==> src/rtl/hash_output_serializer.sv <==
// hash_output_serializer: captures the leading digest bits of the Keccak state and streams them as valid/ready words
module hash_output_serializer #(
  parameter int DIGEST_SIZE = 224,
  parameter int WORD_WIDTH  = 64
) (
  input  logic                  CLK,
  input  logic                  A_RST,
  input  logic                  CE,
  input  logic [0:1599]         STATE_IN,
  input  logic                  HASH_VALID,
  output logic                  READY_FOR_HASH,
  output logic [0:WORD_WIDTH-1] DIGEST_DATA,
  output logic                  DIGEST_VALID,
  input  logic                  DIGEST_READY,
  output logic                  DIGEST_LAST,
  output logic                  OVERRUN
);
  localparam int NUM_WORDS = (DIGEST_SIZE + WORD_WIDTH - 1) / WORD_WIDTH;
  localparam int CW = NUM_WORDS > 1 ? $clog2(NUM_WORDS) : 1;
  localparam int TW = NUM_WORDS * WORD_WIDTH;
  localparam logic [CW-1:0] LAST_W = CW'(NUM_WORDS - 1);
  typedef enum logic {IDLE, SEND} state_t;
  state_t state, state_nxt;
  logic [CW-1:0] wcnt, wcnt_nxt;
  logic [0:TW-1] dig_reg, dig_nxt, cap_word;
  logic ovr_nxt, xfer, fin, cap;
  // Leading DIGEST_SIZE state bits, MSB-first, zero-padded to whole words
  assign cap_word = TW'(({TW'(0), STATE_IN} >> (1600 - DIGEST_SIZE)) << (TW - DIGEST_SIZE));
  assign READY_FOR_HASH = state == IDLE;
  assign DIGEST_VALID = state == SEND;
  assign DIGEST_LAST = DIGEST_VALID && wcnt == LAST_W;
  assign DIGEST_DATA = dig_reg[int'(wcnt) * WORD_WIDTH +: WORD_WIDTH];
  // Next state: a final transfer frees the buffer in the same cycle, so a coincident hash is captured back-to-back
  always_comb begin
    xfer = CE && state == SEND && DIGEST_READY;
    fin = xfer && wcnt == LAST_W;
    cap = CE && HASH_VALID && (state == IDLE || fin);
    state_nxt = cap ? SEND : fin ? IDLE : state;
    wcnt_nxt = (cap || fin) ? '0 : xfer ? wcnt + 1'b1 : wcnt;
    dig_nxt = cap ? cap_word : dig_reg;
    ovr_nxt = CE ? HASH_VALID && !cap : OVERRUN;
  end
  // State register; everything holds when CE is low because the next values do
  always_ff @(posedge CLK or posedge A_RST) begin
    if (A_RST) begin
      state <= IDLE;
      wcnt <= '0;
      dig_reg <= '0;
      OVERRUN <= 1'b0;
    end else begin
      state <= state_nxt;
      wcnt <= wcnt_nxt;
      dig_reg <= dig_nxt;
      OVERRUN <= ovr_nxt;
    end
  end
endmodule

==> config.mk <==
export PLATFORM = sky130hd
export DESIGN_NAME = hash_output_serializer
export DESIGN_NICKNAME = d
export VERILOG_FILES = /design/src/rtl/hash_output_serializer.sv
export SDC_FILE = /design/constraint.sdc
export NUM_CORES = 1
export LEC_CHECK = 0
export CAP_MARGIN = 20
export CORE_AREA = 2 2 660 662
export DETAILED_ROUTE_END_ITERATION = 7
export DIE_AREA = 0 0 662 664
export PLACE_DENSITY = 0.3
export RECOVER_POWER = 100
export SLEW_MARGIN = 20
export SYNTH_ARGS = -nofsm -noshare
export SYNTH_HDL_FRONTEND = slang
export SYNTH_SLANG_ARGS = --single-unit
==> constraint.sdc <==
create_clock -name CLK -period 8.95 [get_ports CLK]
set_input_delay 0.895 -clock CLK [delete_from_list [all_inputs] [get_ports CLK]]
set_output_delay 0.895 -clock CLK [all_outputs]
set_load 0.02 [all_outputs]
==> reports/metrics.csv <==
metric;value;unit
multi_input_area;0.00395;sq mm
peakVddDrop;0.000143;V
fin_skew;65.3;ps
final_common_cell;clkdlybuf4s50_1;
area_growth;112;%
cts-resized-gates;0;
worstSetupEndpointType;output pin;
yosys.area.top_type;dfrtp_1;
coreArea;0.433;sq mm
port_buffers;296;
synth-seq-area-share;0.568;
antenna_found_initial;74;
violations;capacitance limit, slew limit;
required;8060;ps
power_density;272;mW/mm^2
status;finished with violations;
worst_slack;2170;ps
synth_top_area_frac;0.568;
die_y;664;microns
design_area;0.0213;sq mm
mostFrequentLayoutCells;236 x clkdlybuf4s50_1, 227 x dfrtp_1, 116 x mux2_2, 108 x mux2_1, 60 x dlygate4sd3_1;
routed_wl;65.1;mm
place.gp.congestion;0.643;
globalRouteOverflowTotal;0;
p_clk_frac;0.278;
dp_hpwl;52.2;mm
critPathMaxFanout;27;
slowest_stage;dfrtp_1;
grt_max_degree;86;
hold_violations;0;
clockBufferDepth;3;
drc;0;
layout_min_cycle_time;6780;ps
cts_made_buffers;40;
io-pin-count;1673;
hold_class;reg2reg;
htreeDepth;2;
fp.dieArea;0.440;sq mm
viasPerCell;1.02;
slew_viol_final;242;
synth_fp_nets;2249;
power_frac_comb;0.397;
max_freq;147;MHz
finalSetupTns;0;ps
grt.total_usage;0.0294;
critPathKind;reg2out;
max_cap_viol_count;7;
largest_reg_flops;224;
ant_nets;0;
rsz0062_at_grt;false;
fin_nets;2559;
grt_pass1_vias;7338;
cts_tree;built;
preCtsSetupSlack;3820;ps
fillCellCount;50784;
tightestPinTransition;4370;ps
worst_ep_arrival_time;5890;ps
synthTopCellsByArea;dfrtp_1 57%, mux2_2 13%, mux2_1 12%;
cts_setup_buffers;0;
ys_warn_count;0;
setup_viol;0;
drt_iter0_markers;160;
cpMostUsedCell;buf_4;
worstSkewPairLatency;670;ps
p_seq_frac;0.325;
fin_util;0.0492;
clk_pin_slew_worst_paths;60;ps
syn_area_per_cell;15.6;sq um
layout-drive-gt1-share;0.235;
cpPeakStageDelay;1680;ps
cp-start-kind;register;
hold_depth;1;
die_w;662;microns
first_pass_iters;4;
synth.distinct_cells;22;
start_util;0.0232;
cts_hold_buffers;0;
relSlewSlack;-1.91;
grt_pass1_wl;81.1;mm
reg2reg_depth;5;
ys_seq_elements;228;
dpl_cell_area;0.0200;sq mm
routedWlPerCell;9.66;microns
root_buffer;clkbuf_16;
synthCells;643;
period_share;0.758;
path_cells;buf_4, buf_4, mux2i_1, o21ai_0, clkdlybuf4s50_1;
power.switching;2.23;mW
synth_area;0.0100;sq mm
seqCellArea;0.00571;sq mm
rows;242;
cts_sinks;228;
switching_share;0.386;
p_leak;6.14;nW
intPower;3.56;mW
num_vias;6885;
worst max-delay path: cells and delay by family, from the launching register on:
family	cells	cell delay, ps
DFF	1	1680
AOI/OAI and AO/OA	1	210
muxes	1	1340
buffers and inverters	3	1890
per-stage QoR:
step                std cells  hold WS (ps)  power, mW
finish                   6737           479       5.79
global route             6721           491       6.25
CTS                      6718           484       6.24
detailed placement       6645           470       4.50
global placement         6645           467       4.49
floorplan                 643           452       3.02
final timing paths:
kind / startpoint / to / slack (ps)
max: wcnt[1]$_DFFE_PP0P_ / DIGEST_DATA[60] / 2170
min: dig_reg[89]$_DFFE_PP0P_ / dig_reg[89]$_DFFE_PP0P_ / 480
max reg2reg: wcnt[1]$_DFFE_PP0P_ / dig_reg[165]$_DFFE_PP0P_ / 2760
min reg2reg: dig_reg[89]$_DFFE_PP0P_ / dig_reg[89]$_DFFE_PP0P_ / 480
max in group asynchronous: A_RST / dig_reg[16]$_DFFE_PP0P_ / 2980
min in group asynchronous: A_RST / dig_reg[125]$_DFFE_PP0P_ / 1920
synth_stat cells:
library cell,n
mux4_2,32
o21ai_0,34
nand3_1,1
inv_1,4
nor2b_1,1
clkbuf_1,4
mux2_2,116
mux2_1,108
and3_1,1
and2_1,1
nand2_1,37
buf_2,9
buf_8,11
ha_1,1
or3_1,1
o32ai_1,1
buf_6,5
o22ai_1,1
buf_4,14
a21oi_1,1
mux2i_1,32
dfrtp_1,228
power by group through the flow:
| stage | sequential, mW | combinational [mW] | clock [mW] |
|---|---|---|---|
| 2_1_floorplan | 1.70 | 1.31 | 0 |
| 3_3_place_gp | 1.93 | 2.56 | 0 |
| 3_5_place_dp | 1.94 | 2.56 | 0 |
| 4_1_cts | 1.93 | 2.57 | 1.75 |
| 5_1_grt | 1.98 | 2.51 | 1.76 |
| 6_report | 1.88 | 2.30 | 1.61 |
routing by layer:
metal	share of wire	routed length [microns]	GRT usage	vias up
li1	-	-	-	3002
met1	0.35	22900	0.0293	3404
met2	0.51	33100	0.0531	298
met3	0.094	6110	0.0144	151
met4	0.043	2830	0.00913	30
met5	0.0026	172	0	-
cell families after synthesis:
family / after synthesis / share of synthesized area
mux: 288 / 0.355
buf+inv: 47 / 0.0400
compound gates: 37 / 0.0189
simple gates: 42 / 0.0168
flops: 228 / 0.568
fa+ha+maj: 1 / 0.00125
cell type report:
cell class / count / share of cell area
Inverter: 4 / 0.000764
Antenna cell: 19 / 0.00223
Tap cell: 5734 / 0.337
Multi-Input combinational cell: 368 / 0.185
Timing Repair Buffer: 311 / 0.145
Clock buffer: 58 / 0.0555
Clock inverter: 15 / 0.00646
Sequential cell: 228 / 0.268
(Power assumes the default switching activity.)
